[src/rtl/lane_operand_requester_if.sv]
// Operand-request, VRF read-port and operand-queue signals of one lane requester.
interface lane_operand_requester_if #(
    parameter int unsigned NrOpQueue    = 3,
    parameter int unsigned VRFAddrWidth = 8,
    parameter int unsigned AccCntWidth  = 7
);
    logic                                  op_req_valid_i;
    logic                                  op_req_ready_o;
    logic [10+NrOpQueue+AccCntWidth-1:0]   op_req_i;
    logic                                  vrf_rd_req_o;
    logic [VRFAddrWidth-1:0]               vrf_rd_addr_o;
    logic                                  vrf_rd_gnt_i;
    logic [63:0]                           vrf_rd_data_i;
    logic [NrOpQueue-1:0]                  op_valid_o;
    logic [NrOpQueue-1:0]                  op_ready_i;
    logic [64*NrOpQueue-1:0]               op_data_o;

    modport slave (
        input  op_req_valid_i, op_req_i, vrf_rd_gnt_i, vrf_rd_data_i, op_ready_i,
        output op_req_ready_o, vrf_rd_req_o, vrf_rd_addr_o, op_valid_o, op_data_o
    );

    modport master (
        output op_req_valid_i, op_req_i, vrf_rd_gnt_i, vrf_rd_data_i, op_ready_i,
        input  op_req_ready_o, vrf_rd_req_o, vrf_rd_addr_o, op_valid_o, op_data_o
    );
endinterface

[src/rtl/lane_operand_requester.sv]
// Per-lane operand requester: walks the VRF slice for each requested operand queue
// and buffers the returned words in credit-checked per-queue FIFOs.
module lane_operand_requester #(
    parameter int unsigned NrOpQueue    = 3,
    parameter int unsigned QueueDepth   = 4,
    parameter int unsigned VRFAddrWidth = 8,
    parameter int unsigned AccCntWidth  = 7
) (
    input logic clk_i,
    input logic rst_i,
    lane_operand_requester_if.slave bus
);
    localparam int unsigned QIdxW = (NrOpQueue > 1) ? $clog2(NrOpQueue) : 1;
    localparam int unsigned PtrW  = (QueueDepth > 1) ? $clog2(QueueDepth) : 1;
    localparam int unsigned OccW  = PtrW + 1;

    typedef enum logic {IDLE, BUSY} state_e;

    state_e                  state_q, state_d;
    logic [AccCntWidth-1:0]  remaining_q [NrOpQueue];
    logic [AccCntWidth-1:0]  remaining_d [NrOpQueue];
    logic [VRFAddrWidth-1:0] addr_q [NrOpQueue];
    logic [VRFAddrWidth-1:0] addr_d [NrOpQueue];
    logic [QIdxW-1:0]        rr_q, rr_d;
    logic                    lock_q, lock_d;
    logic [QIdxW-1:0]        lock_sel_q, lock_sel_d;
    logic                    inf_vld_q, inf_vld_d;
    logic [QIdxW-1:0]        inf_sel_q, inf_sel_d;
    logic [63:0]             mem_q [NrOpQueue][QueueDepth];
    logic [63:0]             mem_d [NrOpQueue][QueueDepth];
    logic [PtrW-1:0]         wr_ptr_q [NrOpQueue];
    logic [PtrW-1:0]         wr_ptr_d [NrOpQueue];
    logic [PtrW-1:0]         rd_ptr_q [NrOpQueue];
    logic [PtrW-1:0]         rd_ptr_d [NrOpQueue];
    logic [OccW-1:0]         occ_q [NrOpQueue];
    logic [OccW-1:0]         occ_d [NrOpQueue];

    logic [NrOpQueue-1:0]    eligible, push, pop;
    logic                    sel_found, rd_gnt, any_left;
    logic [QIdxW-1:0]        sel;

    logic [4:0]              req_vs1, req_vs2;
    logic [NrOpQueue-1:0]    req_queue;
    logic [AccCntWidth-1:0]  req_acc;

    assign {req_vs1, req_vs2, req_queue, req_acc} = bus.op_req_i;

    // A queue only competes while a word slot is free counting the one in flight.
    always_comb begin
        eligible  = '0;
        sel_found = lock_q;
        sel       = lock_sel_q;
        for (int unsigned q = 0; q < NrOpQueue; q++) begin
            eligible[q] = (remaining_q[q] != '0) &&
                ((OccW+1)'(occ_q[q]) + (OccW+1)'(inf_vld_q && (32'(inf_sel_q) == q))
                 < (OccW+1)'(QueueDepth));
        end
        if (!lock_q) begin
            for (int unsigned q = 0; q < NrOpQueue; q++) begin
                if (!sel_found && eligible[q] && (q >= 32'(rr_q))) begin
                    sel_found = 1'b1;
                    sel       = QIdxW'(q);
                end
            end
            for (int unsigned q = 0; q < NrOpQueue; q++) begin
                if (!sel_found && eligible[q]) begin
                    sel_found = 1'b1;
                    sel       = QIdxW'(q);
                end
            end
        end
    end

    assign rd_gnt = sel_found && bus.vrf_rd_gnt_i;

    always_comb begin
        state_d     = state_q;
        remaining_d = remaining_q;
        addr_d      = addr_q;
        rr_d        = rr_q;
        lock_d      = sel_found && !bus.vrf_rd_gnt_i;
        lock_sel_d  = sel;
        inf_vld_d   = rd_gnt;
        inf_sel_d   = sel;
        any_left    = 1'b0;
        if (rd_gnt) begin
            remaining_d[sel] = remaining_q[sel] - AccCntWidth'(1);
            addr_d[sel]      = addr_q[sel] + VRFAddrWidth'(1);
            rr_d             = (32'(sel) == NrOpQueue - 1) ? '0 : sel + QIdxW'(1);
        end
        for (int unsigned q = 0; q < NrOpQueue; q++) begin
            any_left = any_left || (remaining_d[q] != '0);
        end
        unique case (state_q)
            IDLE: begin
                if (bus.op_req_valid_i) begin
                    for (int unsigned q = 0; q < NrOpQueue; q++) begin
                        remaining_d[q] = req_queue[q] ? req_acc : '0;
                        addr_d[q]      = VRFAddrWidth'({(q == 1) ? req_vs2 : req_vs1, 3'b000});
                    end
                    if ((req_acc != '0) && (req_queue != '0)) state_d = BUSY;
                end
            end
            BUSY: begin
                if (!any_left) state_d = IDLE;
            end
        endcase
    end

    always_comb begin
        mem_d    = mem_q;
        wr_ptr_d = wr_ptr_q;
        rd_ptr_d = rd_ptr_q;
        occ_d    = occ_q;
        push     = '0;
        pop      = '0;
        for (int unsigned q = 0; q < NrOpQueue; q++) begin
            push[q] = inf_vld_q && (32'(inf_sel_q) == q);
            pop[q]  = bus.op_ready_i[q] && (occ_q[q] != '0);
            if (push[q]) begin
                mem_d[q][wr_ptr_q[q]] = bus.vrf_rd_data_i;
                wr_ptr_d[q]           = wr_ptr_q[q] + PtrW'(1);
            end
            if (pop[q]) rd_ptr_d[q] = rd_ptr_q[q] + PtrW'(1);
            occ_d[q] = occ_q[q] + OccW'(push[q]) - OccW'(pop[q]);
        end
    end

    always_comb begin
        bus.op_valid_o = '0;
        bus.op_data_o  = '0;
        for (int unsigned q = 0; q < NrOpQueue; q++) begin
            bus.op_valid_o[q]         = (occ_q[q] != '0);
            bus.op_data_o[64*q +: 64] = mem_q[q][rd_ptr_q[q]];
        end
    end

    assign bus.op_req_ready_o = (state_q == IDLE);
    assign bus.vrf_rd_req_o   = sel_found;
    assign bus.vrf_rd_addr_o  = sel_found ? addr_q[sel] : '0;

    always_ff @(posedge clk_i or posedge rst_i) begin
        if (rst_i) begin
            state_q    <= IDLE;
            rr_q       <= '0;
            lock_q     <= 1'b0;
            lock_sel_q <= '0;
            inf_vld_q  <= 1'b0;
            inf_sel_q  <= '0;
            for (int unsigned q = 0; q < NrOpQueue; q++) begin
                remaining_q[q] <= '0;
                addr_q[q]      <= '0;
                wr_ptr_q[q]    <= '0;
                rd_ptr_q[q]    <= '0;
                occ_q[q]       <= '0;
                for (int unsigned e = 0; e < QueueDepth; e++) mem_q[q][e] <= '0;
            end
        end else begin
            state_q     <= state_d;
            rr_q        <= rr_d;
            lock_q      <= lock_d;
            lock_sel_q  <= lock_sel_d;
            inf_vld_q   <= inf_vld_d;
            inf_sel_q   <= inf_sel_d;
            remaining_q <= remaining_d;
            addr_q      <= addr_d;
            wr_ptr_q    <= wr_ptr_d;
            rd_ptr_q    <= rd_ptr_d;
            occ_q       <= occ_d;
            mem_q       <= mem_d;
        end
    end
endmodule

[src/flat_wrapper.sv]
// flat-port wrapper written by rule: the top's interface ports become plain ports
module lane_operand_requester_flat 
#(
    parameter int unsigned NrOpQueue    = 3,
    parameter int unsigned QueueDepth   = 4,
    parameter int unsigned VRFAddrWidth = 8,
    parameter int unsigned AccCntWidth  = 7
)
  (clk_i, rst_i, bus_op_req_valid_i, bus_op_req_i, bus_vrf_rd_gnt_i, bus_vrf_rd_data_i, bus_op_ready_i, bus_op_req_ready_o, bus_vrf_rd_req_o, bus_vrf_rd_addr_o, bus_op_valid_o, bus_op_data_o);
  lane_operand_requester_if #(.NrOpQueue(NrOpQueue), .VRFAddrWidth(VRFAddrWidth), .AccCntWidth(AccCntWidth)) bus_i ();
  input logic clk_i;
  input logic rst_i;
  input wire logic [$bits(bus_i.op_req_valid_i)-1:0] bus_op_req_valid_i;
  input wire logic [$bits(bus_i.op_req_i)-1:0] bus_op_req_i;
  input wire logic [$bits(bus_i.vrf_rd_gnt_i)-1:0] bus_vrf_rd_gnt_i;
  input wire logic [$bits(bus_i.vrf_rd_data_i)-1:0] bus_vrf_rd_data_i;
  input wire logic [$bits(bus_i.op_ready_i)-1:0] bus_op_ready_i;
  output wire logic [$bits(bus_i.op_req_ready_o)-1:0] bus_op_req_ready_o;
  output wire logic [$bits(bus_i.vrf_rd_req_o)-1:0] bus_vrf_rd_req_o;
  output wire logic [$bits(bus_i.vrf_rd_addr_o)-1:0] bus_vrf_rd_addr_o;
  output wire logic [$bits(bus_i.op_valid_o)-1:0] bus_op_valid_o;
  output wire logic [$bits(bus_i.op_data_o)-1:0] bus_op_data_o;
  assign bus_i.op_req_valid_i = bus_op_req_valid_i;
  assign bus_i.op_req_i = bus_op_req_i;
  assign bus_i.vrf_rd_gnt_i = bus_vrf_rd_gnt_i;
  assign bus_i.vrf_rd_data_i = bus_vrf_rd_data_i;
  assign bus_i.op_ready_i = bus_op_ready_i;
  assign bus_op_req_ready_o = bus_i.op_req_ready_o;
  assign bus_vrf_rd_req_o = bus_i.vrf_rd_req_o;
  assign bus_vrf_rd_addr_o = bus_i.vrf_rd_addr_o;
  assign bus_op_valid_o = bus_i.op_valid_o;
  assign bus_op_data_o = bus_i.op_data_o;
  lane_operand_requester #(.NrOpQueue(NrOpQueue), .QueueDepth(QueueDepth), .VRFAddrWidth(VRFAddrWidth), .AccCntWidth(AccCntWidth)) u_core (.clk_i(clk_i), .rst_i(rst_i), .bus(bus_i));
endmodule
[config.mk]
export PLATFORM = sky130hd
export DESIGN_NAME = lane_operand_requester_flat
export DESIGN_NICKNAME = d
export VERILOG_FILES = /design/src/rtl/lane_operand_requester_if.sv /design/src/rtl/lane_operand_requester.sv /design/src/flat_wrapper.sv
export SDC_FILE = /design/constraint.sdc
export NUM_CORES = 1
export LEC_CHECK = 0
export ABC_CLOCK_PERIOD_IN_PS = 89000
export CORE_ASPECT_RATIO = 0.5
export CORE_MARGIN = 3
export CORE_UTILIZATION = 45
export CTS_CLUSTER_SIZE = 10
export DETAILED_ROUTE_END_ITERATION = 6
export GPL_ROUTABILITY_DRIVEN = 1
export PLACE_DENSITY = 0.63
export SETUP_SLACK_MARGIN = 0.15
export SLEW_MARGIN = 20
export SYNTH_ARGS = -nofsm -noshare
export SYNTH_HDL_FRONTEND = slang
export SYNTH_SLANG_ARGS = --single-unit
[constraint.sdc]
create_clock -name clk_i -period 89 [get_ports clk_i]
set_clock_uncertainty 0.1 [all_clocks]
set_input_delay 13.35 -clock clk_i [delete_from_list [all_inputs] [get_ports clk_i]]
set_output_delay 13.35 -clock clk_i [all_outputs]
set_load 0.02 [all_outputs]
# ---- Word-level counts from Yosys, hierarchy flattened
# Index checks and enable logic that the tools add are counted.
dict set report totals {
  ff_bits 841
  latch_bits 0
  ram_bits 0
  mem_bits_ro 0
  out_inout_bits 205
  n_memories 0
}
dict set report classes {
  addsub 18
  mul 0
  n_div 0
  magnitude_cmp 17
  eq_ne 3
  shift 0
  mux 64
  n_bitwise 8
  n_reduce_logical 46
}
# op n
set ops {}
lappend ops {{bitwise mux 256 bit} 3}
lappend ops {{2-to-1 mux 64 bit} 9}
lappend ops {{binary-select mux 64 bit (select 2 bit)} 3}
lappend ops {{demux 64 bit (select 2 bit)} 3}
lappend ops {{2-to-1 mux 24 bit} 3}
lappend ops {{2-to-1 mux 21 bit} 3}
lappend ops {{nonzero test 7 bit} 7}
lappend ops {{2-to-1 mux 7 bit} 6}
lappend ops {{2-to-1 mux 8 bit} 4}
lappend ops {{logical AND 1 bit} 25}
lappend ops {{bitwise mux 24 bit} 1}
lappend ops {{bitwise mux 21 bit} 1}
lappend ops {{greater-or-equal comparator 3 bit (second input constant)} 7}
lappend ops {{inverter 2 -> 3 bit} 7}
lappend ops {{binary-select mux 8 bit (select 2 bit)} 1}
lappend ops {{demux 8 bit (select 2 bit)} 1}
lappend ops {{2-to-1 mux 2 bit} 8}
lappend ops {{2-to-1 mux 1 bit} 15}
lappend ops {{adder 2 x 1 -> 2 bit (second input constant)} 7}
lappend ops {{binary-select mux 7 bit (select 2 bit)} 1}
lappend ops {{demux 7 bit (select 2 bit)} 1}
lappend ops {{adder 3 x 1 -> 4 bit} 3}
lappend ops {{< comparator 3 x 1 -> 1 bit (second input constant)} 4}
lappend ops {{< comparator 4 x 3 -> 1 bit (second input constant)} 3}
lappend ops {{14 further kinds} 30}

# ---- Logic depth before layout (Yosys ltp)
# Gate-level depths: netlist (run 1).
dict set report depth {
  word_depth 43
  depth_mapped 18
}

# ---- Worst setup path after synthesis (run 1)
# No wires, ideal clock.
dict set report synth_path {
  kind {flip-flop to output port}
  start {reg u_core.occ_q[4] (netlist name)}
  end {out bus_vrf_rd_addr_o[3]}
  arrival_ns 3.026
  required_ns 75.550
  path_slack_ns 72.524
  path_stages_with_launch 12
  n_path_buf 1
  cell_sequence {dfrtp_1 -> ha_1 -> nand3b_1 -> mux2_2 -> a21oi_4 -> o2bb2ai_1 -> or4b_4 -> buf_6 -> nand2_2 -> mux2_2 -> a22oi_1 -> nor2_1}
}
dict set report synth_via {
  elab_chain_len 29
}
# element line_no
set synth_rtl {}
lappend synth_rtl {{start: declaration} lane_operand_requester.sv:35} ;# logic [OccW-1:0] occ_q [NrOpQueue];
lappend synth_rtl {{start signal: indexed assignment} lane_operand_requester.sv:155} ;# occ_q[q] <= '0;
lappend synth_rtl {{start signal: assignment} lane_operand_requester.sv:169} ;# occ_q <= occ_d;
lappend synth_rtl {{adder 3 x 1 -> 4 bit *} lane_operand_requester.sv:55} ;# ((OccW+1)'(occ_q[q]) + (OccW+1)'(inf_vld_q && (32'(inf_sel_q) == q))
lappend synth_rtl {{< comparator 4 x 3 -> 1 bit *} lane_operand_requester.sv:56} ;# < (OccW+1)'(QueueDepth));
lappend synth_rtl {{logical AND 1 bit *} lane_operand_requester.sv:54} ;# eligible[q] = (remaining_q[q] != '0) &&
lappend synth_rtl {{logical AND 1 bit (2 in a row)} lane_operand_requester.sv:60} ;# if (!sel_found && eligible[q] && (q >= 32'(rr_q))) begin
lappend synth_rtl {{2-to-1 mux 1 bit} lane_operand_requester.sv:60}
lappend synth_rtl {{2-to-1 mux 1 bit} lane_operand_requester.sv:58} ;# if (!lock_q) begin
lappend synth_rtl {{zero test 1 bit} lane_operand_requester.sv:60}
lappend synth_rtl {{logical AND 1 bit (2 in a row)} lane_operand_requester.sv:60}
lappend synth_rtl {{[11 not listed]} n/a}
lappend synth_rtl {{logical AND 1 bit} lane_operand_requester.sv:66} ;# if (!sel_found && eligible[q]) begin
lappend synth_rtl {{2-to-1 mux 2 bit *} lane_operand_requester.sv:66}
lappend synth_rtl {{2-to-1 mux 2 bit *} lane_operand_requester.sv:58}
lappend synth_rtl {{via u_core.inf_sel_d[0]} lane_operand_requester.sv:28} ;# logic [QIdxW-1:0] inf_sel_q, inf_sel_d;
lappend synth_rtl {{inverter 2 -> 3 bit (not written as such) *} lane_operand_requester.sv:140} ;# assign bus.vrf_rd_addr_o = sel_found ? addr_q[sel] : '0;
lappend synth_rtl {{binary-select mux 8 bit (select 2 bit) *} lane_operand_requester.sv:140}
lappend synth_rtl {{2-to-1 mux 8 bit (not written as such) * (2 in a row)} lane_operand_requester.sv:140}
lappend synth_rtl {{2-to-1 mux 8 bit *} lane_operand_requester.sv:140}
lappend synth_rtl {{end: declaration} flat_wrapper.sv:20} ;# output wire logic [$bits(bus_i.vrf_rd_addr_o)-1:0] bus_vrf_rd_addr_o;
# The timed path passes the listed nets; every way through them passes the cells marked *. The select of a mux whose other input is x is not followed.

# ---- Final worst setup path (run 1)
dict set report layout_path {
  start {reg u_core.lock_sel_q[0]}
  end {out bus_vrf_rd_addr_o[3]}
}
dict set report layout_via {
  elab_chain_len 36
}
# element line_no
set layout_rtl {}
lappend layout_rtl {{start: declaration} lane_operand_requester.sv:26} ;# logic [QIdxW-1:0] lock_sel_q, lock_sel_d;
lappend layout_rtl {{start signal: assignment} lane_operand_requester.sv:162} ;# lock_sel_q <= lock_sel_d;
lappend layout_rtl {{zero test 2 bit} n/a}
lappend layout_rtl {{logical AND 1 bit} n/a}
lappend layout_rtl {{adder 3 x 1 -> 4 bit} n/a}
lappend layout_rtl {{< comparator 4 x 3 -> 1 bit} n/a}
lappend layout_rtl {{logical AND 1 bit (3 in a row)} n/a}
lappend layout_rtl {{2-to-1 mux 1 bit (2 in a row)} n/a}
lappend layout_rtl {{zero test 1 bit} n/a}
lappend layout_rtl {{logical AND 1 bit (2 in a row)} n/a}
lappend layout_rtl {{[16 not listed]} n/a}
lappend layout_rtl {{logical AND 1 bit} n/a}
lappend layout_rtl {{2-to-1 mux 2 bit} lane_operand_requester.sv:66}
lappend layout_rtl {{2-to-1 mux 2 bit *} lane_operand_requester.sv:58}
lappend layout_rtl {{via u_core.inf_sel_d[0]} lane_operand_requester.sv:28}
lappend layout_rtl {{inverter 2 -> 3 bit (not written as such) *} lane_operand_requester.sv:140}
lappend layout_rtl {{binary-select mux 8 bit (select 2 bit) *} lane_operand_requester.sv:140}
lappend layout_rtl {{2-to-1 mux 8 bit (not written as such) * (2 in a row)} lane_operand_requester.sv:140}
lappend layout_rtl {{2-to-1 mux 8 bit *} lane_operand_requester.sv:140}
# Marked as above.

==> results of run 1 <==
-- report_power, final --
part           switching (mW)  total, mW  leakage [nW]  internal (mW)
registers               0.120      0.699          9.92          0.579
logic                   0.431      0.935          7.04          0.504
clock network           0.148      0.341          1.23          0.193
total                   0.700       1.97          18.2           1.28
-- registers in the layout, summed over array words and instances (netlist names) --
register            count
u_core.mem_q          768
u_core.addr_q          24
u_core.remaining_q     21
u_core.occ_q            9
u_core.rd_ptr_q         6
u_core.wr_ptr_q         6
u_core.lock_sel_q       2
u_core.rr_q             2
u_core.inf_vld_q        1
u_core.lock_q           1
u_core.state_q          1
-- per-layer routing --
metal  share of wire  GRT usage  up-vias
li1                -          -     9407
met5         0.00024          0        -
met4           0.017     0.0485        4
met1            0.46      0.302    11700
met2            0.49      0.360      402
met3           0.036     0.0381      124
-- critical path, stage by stage, from the launching register on --
cell and delay (ps):
dfrtp_1 520, nor3b_2 680, a31oi_1 250, a21oi_2 340, nor4b_4 130, or4b_4 600, nand2_2 250, mux2_2 370
a22oi_1 370, nor2_1 80, clkdlybuf4s50_1 580
-- stage by stage --
step	util	setup slack, ps	cells	area (sq um)
floorplan	-	51920	2441	37700
global placement	0.505	71500	3663	41600
detailed placement	0.505	71450	3663	41600
CTS	0.536	70700	3770	44100
global route	0.536	70390	3772	44100
finish	0.536	70720	3772	44100
-- worst min path at each step --
stage,depth (start not counted),slack (ps),end
2_1_floorplan,2,370,u_core.addr_q[8]
3_3_place_gp,1,380,u_core.mem_q[58]
3_5_place_dp,1,390,u_core.mem_q[348]
4_1_cts,1,400,u_core.mem_q[356]
5_1_grt,1,400,u_core.mem_q[321]
6_report,1,400,u_core.mem_q[96]
-- area by class of cell --
type | count | area, sq um
Sequential cell | 841 | 21100
Inverter | 32 | 128
Timing Repair Buffer | 328 | 3240
Fill cell | 6757 | 38200
Tap cell | 1102 | 1380
Antenna cell | 1 | 2.50
Clock inverter | 4 | 45.0
Clock buffer | 103 | 2460
Multi-Input combinational cell | 1361 | 15800
-- cell usage in the layout, fill, tap and decap left out, drive strengths merged, types with 23 or more instances in the layout --
master / synthesis / final
inv: 32 / 35
mux2: 775 / 775
mux4: 192 / 192
buf: 35 / 33
clkbuf: 172 / 103
o21ai: 35 / 35
mux2i: 24 / 24
nand2: 53 / 53
ha: 23 / 23
a21oi: 37 / 37
clkdlybuf4s50: 0 / 295
nor2: 39 / 39
dfrtp: 841 / 841
-- cell families after synthesis --
logic type / after synthesis
compound gates: 137
simple gates: 184
mux: 991
fa+ha+maj: 26
flops: 841
buf+inv: 239
xor+xnor: 23
==> impl_results.md, run 1 <==
- Outcome: finished, final reports clean
- Die Wd: 415 um
- Max cap viols: 0
- Power per cell area: 44.7 nW/um^2
- Worst Setup Start Kind: flip-flop
- Initial core utilization: 0.458
- Vias in the first global route: 23,100
- Area share of fa/ha/maj cells after synthesis: 0.00922
- Finish-stage setup viols: 0
- WP data required: 75,550 ps
- Sequential area share after synthesis: 0.558
- Reg2Reg Setup Slack: 83,220 ps
- Postcts setup bufs: 0
- Routed len/inst: 24.7 um
- Post-synthesis mux area share: 0.352
- Hpwl dp: 55,900 um
- # resized after CTS: 0
- Largest family of logic cells by synthesized area: multiplexers
- Final WL: 93,300 um
- Layout area overhead: 17.1%
- Residual DRC: 0
- Global-route wire length before repair: 145,000 um
- Synth area leaders: dfrtp_1 (56%), mux2_2 (23%), mux4_2 (11%)
- Yosys cell types: 79
- Worst r2r dst: u_core.state_q
- Max-slew violation count: 0
- Synth Instances: 2,441
- Hold_buf cts: 0
- Top post-synthesis cells by count: dfrtp_1 (841), mux2_2 (775), mux4_2 (192)
- Initial DRT Pass Iterations: 5
- EDFF count, synth: 0
- Tmin final: 18,280 ps
- Share of post-route cells with drive strength above 1: 0.431
- Synthesized net count: 2,558
- CTS Buf Count: 94
- RSZ-0062 raised after global routing: no
- Largest net degree at the start of global routing: 189
- Core area: 82,300 sq um
- CP startpoint: u_core.lock_sel_q[0]
- Most common cell in the netlist: dfrtp_1
- Synth Area in Simple Gates: 0.0262
- Synthesis warning total: 0
- Hold Vio Cnt, Final: 0
- Final critical-path share of the clock period: 0.205
- Port bufs: 295
- GRT overflow: 0
- Initial antenna violation count: 3
- IO Pins: 296
- Antenna Nets Post-Route: 0
- R2R cell count: 15
- GRT Total Usage: 0.217
- Yosys top cell by area: dfrtp_1
- Syn Std Cell Area: 37,700 sq um
- Total die area: 87,500 sq um
- Worst Setup EP: bus_vrf_rd_addr_o[3]
- Detailed Route Iter0 Violations: 1,454
- Vias: 21,700
- TritonCTS Sinks: 841
- Cell Rows: 74
- Clk_lat worst skew: 660 ps
- Max Freq: 54.7 MHz
- Crit Path Category: reg -> out
- Total power: 1.97 mW
- Root Driver: clkbuf_16
- WP data arrival: 4830 ps
- LEAKAGE: 18.2 nW
- Share of the synthesized area in the top cell type: 0.558
- Clk slew on worst S/H paths: 60 ps
- CTS tree: done
- Deepest clock path buffer count: 3
- Max_slew headroom: 0.298
- Worst Hold Class: reg -> reg
- Post-DR vias/cell: 5.74
- #FFs+latches synth: 841
- Peak VDD IR: 42.9 uV
- Worst setup EP type: primary output
- Worst hold start: u_core.mem_q[96]
- Synth Area in Compound Gates: 0.0244
- Die H: 211 um
- XOR/XNOR Fraction of Synth Area: 0.00534
- Final #Nets: 2,775
- RD Place Congestion: 0.858
- Hold slack: 398 ps
- Worst R2R Start: u_core.lock_sel_q[0]
- Avg Inst Size Synth: 15.5 sq um
- Htree depth: 3
- Total negative setup slack: 0 ps
- Share of flip-flops with an asynchronous set or reset: 1.00
- Largest fanout on the critical path: 12
- Worst-margin pin slew: 1050 ps
- Ys flop type: dfrtp_1
(Power assumes the default switching activity.)
==> run 2, diff against run 1 <==
Settings changed: ABC_CLOCK_PERIOD_IN_PS 89000 to 17500.
Clock period 89 ns to 17.5 ns, I/O delays scaled along.
==> impl_results.md, run 2 (synthesis results as in run 1) <==
- Clk_lat worst skew: 650 ps (about the same)
- WP data arrival: 4800 ps (-30 ps)
- Max FFs per register: 768 (unchanged)
- Top flop regs: u_core.mem_q (768), u_core.addr_q (24), u_core.remaining_q (21)
- Die H: 211 um (unchanged)
- WP data required: 14,780 ps (-60,770 ps)
- Power per cell area: 227 nW/um^2 (+410%)
- Post-layout util: 0.538 (+0.00152)
- RD Place Congestion: 0.873 (+1.8%)
- Crit Path Category: reg -> out
- Deepest clock path buffer count: 3 (unchanged)
- Final critical-path share of the clock period: 0.430
- Max cap viols: 0 (unchanged)
- Vias: 21,700 (-0.023%)
- Detailed Route Iter0 Violations: 1,330 (-8.5%)
- Cell Rows: 74 (unchanged)
- LEAKAGE: 18.3 nW (+0.31%)
- Largest fanout on the critical path: 12 (unchanged)
- CTS tree: done
- Max_slew headroom: 0.295 (-0.00348)
- Share of post-route cells with drive strength above 1: 0.431 (+0.000580)
- TritonCTS Sinks: 841 (unchanged)
- Worst setup EP type: primary output
- Initial DRT Pass Iterations: 5 (unchanged)
- Worst Hold Class: reg -> reg
- GRT Total Usage: 0.216 (-0.000878)
- Htree depth: 3 (unchanged)
- Most frequent cells in the layout: dfrtp_1 (835), mux2_2 (775), clkdlybuf4s50_1 (295)
- Core area: 82,300 sq um (unchanged)
- RSZ-0062 raised after global routing: no
- Initial antenna violation count: 2 (-1)
- Global-route wire length before repair: 145,000 um (about the same)
- # resized after CTS: 0 (unchanged)
- Most common cell after layout, fill and taps aside: dfrtp_1
- Max-slew violation count: 0 (unchanged)
- Worst Setup Start Kind: flip-flop
- Max Freq: 133 MHz
- Hpwl dp: 55,500 um (-0.83%)
- Root Driver: clkbuf_16
- Worst-margin pin slew: 1060 ps (+5.22 ps)
- CTS Buf Count: 94 (unchanged)
- Vias in the first global route: 23,400 (+1.1%)
- Peak VDD IR: 234 uV (+450%)
- Tmin final: 7530 ps
- DP Area: 41,600 sq um (about the same)
- Finish-stage setup viols: 0 (unchanged)
- GRT overflow: 0 (unchanged)
- Clk slew on worst S/H paths: 60 ps (about the same)
- Initial core utilization: 0.458 (unchanged)
- Largest net degree at the start of global routing: 178 (-5.8%)
- Residual DRC: 0 (unchanged)
- Final WL: 93,000 um (-0.33%)
- Fillcell total: 6,665 (-1.4%)
- Post-layout instance area: 44,300 sq um (+0.28%)
- Layout area overhead: 17.4%
- Final #Nets: 2,780 (+0.18%)
- Largest Register: u_core.mem_q
- IO Pins: 296 (unchanged)
- Die Wd: 415 um (unchanged)
- Hold_buf cts: 0 (unchanged)
- Antenna Nets Post-Route: 0 (unchanged)
- Hold Vio Cnt, Final: 0 (unchanged)
- Total die area: 87,500 sq um (unchanged)
- Outcome: finished, final reports clean
- Postcts setup bufs: 0 (unchanged)
- Total negative setup slack: 0 ps (unchanged)
- Port bufs: 295 (unchanged)
- Post-DR vias/cell: 5.73 (-0.26%)
- Routed len/inst: 24.6 um (-0.57%)
run 2: path summary, 6_finish.rpt:
path / from / endpoint / slack [ps] / cells after the start
max in group asynchronous: rst_i / u_core.mem_q[168] / 11630 / 7
worst max register to register: u_core.lock_sel_q[0] / u_core.state_q / 12430 / 16
worst max-delay path: u_core.lock_sel_q[0] / bus_vrf_rd_addr_o[3] / 9970 / 10
worst min register to register: u_core.mem_q[360] / u_core.mem_q[360] / 400 / 1
min in group asynchronous: rst_i / u_core.mem_q[370] / 2290 / 2
worst min-delay path: u_core.mem_q[360] / u_core.mem_q[360] / 400 / 1
run 2: final cells by class:
type                            count  area [sq um]  area share
Antenna cell                        2          5.00    0.000113
Clock buffer                      106          2480      0.0561
Clock inverter                      4          42.5    0.000961
Inverter                           32           124     0.00280
Multi-Input combinational cell   1361         15800       0.357
Sequential cell                   841         21100       0.476
Tap cell                         1102          1380      0.0311
Timing Repair Buffer              333          3350      0.0756
run 2: through the flow:
| step | instances | hold WS (ps) | setup slack, ps | power, mW |
|---|---|---|---|---|
| 2_1_floorplan | 2441 | 374 | 3220 | 6.58 |
| 3_3_place_gp | 3665 | 382 | 10510 | 8.32 |
| 3_5_place_dp | 3665 | 387 | 10480 | 8.41 |
| 4_1_cts | 3775 | 400 | 9920 | 10.2 |
| 5_1_grt | 3780 | 405 | 9650 | 10.6 |
| 6_report | 3781 | 397 | 9970 | 10.1 |
run 2: power by group:
part,internal (mW),switching [mW],total (mW),leakage [nW]
logic,2.57,2.21,4.78,7.09
registers,2.95,0.601,3.55,9.92
clock network,0.986,0.748,1.73,1.24
total,6.50,3.56,10.1,18.3
run 2: critical path: stages (launching register included):
cell,delay (ps)
dfrtp_1,530
nor3b_2,650
a31oi_1,240
a21oi_2,340
nor4b_4,130
or4b_4,600
nand2_2,240
mux2_2,370
a22oi_1,390
nor2_1,100
clkdlybuf4s50_1,560
run 2: layer usage:
layer	up-vias	global-route usage	part of all wire
met4	2	0.0626	0.024
met3	125	0.0347	0.035
met5	-	0	0.00012
met2	398	0.358	0.49
met1	11700	0.297	0.45
li1	9424	-	-
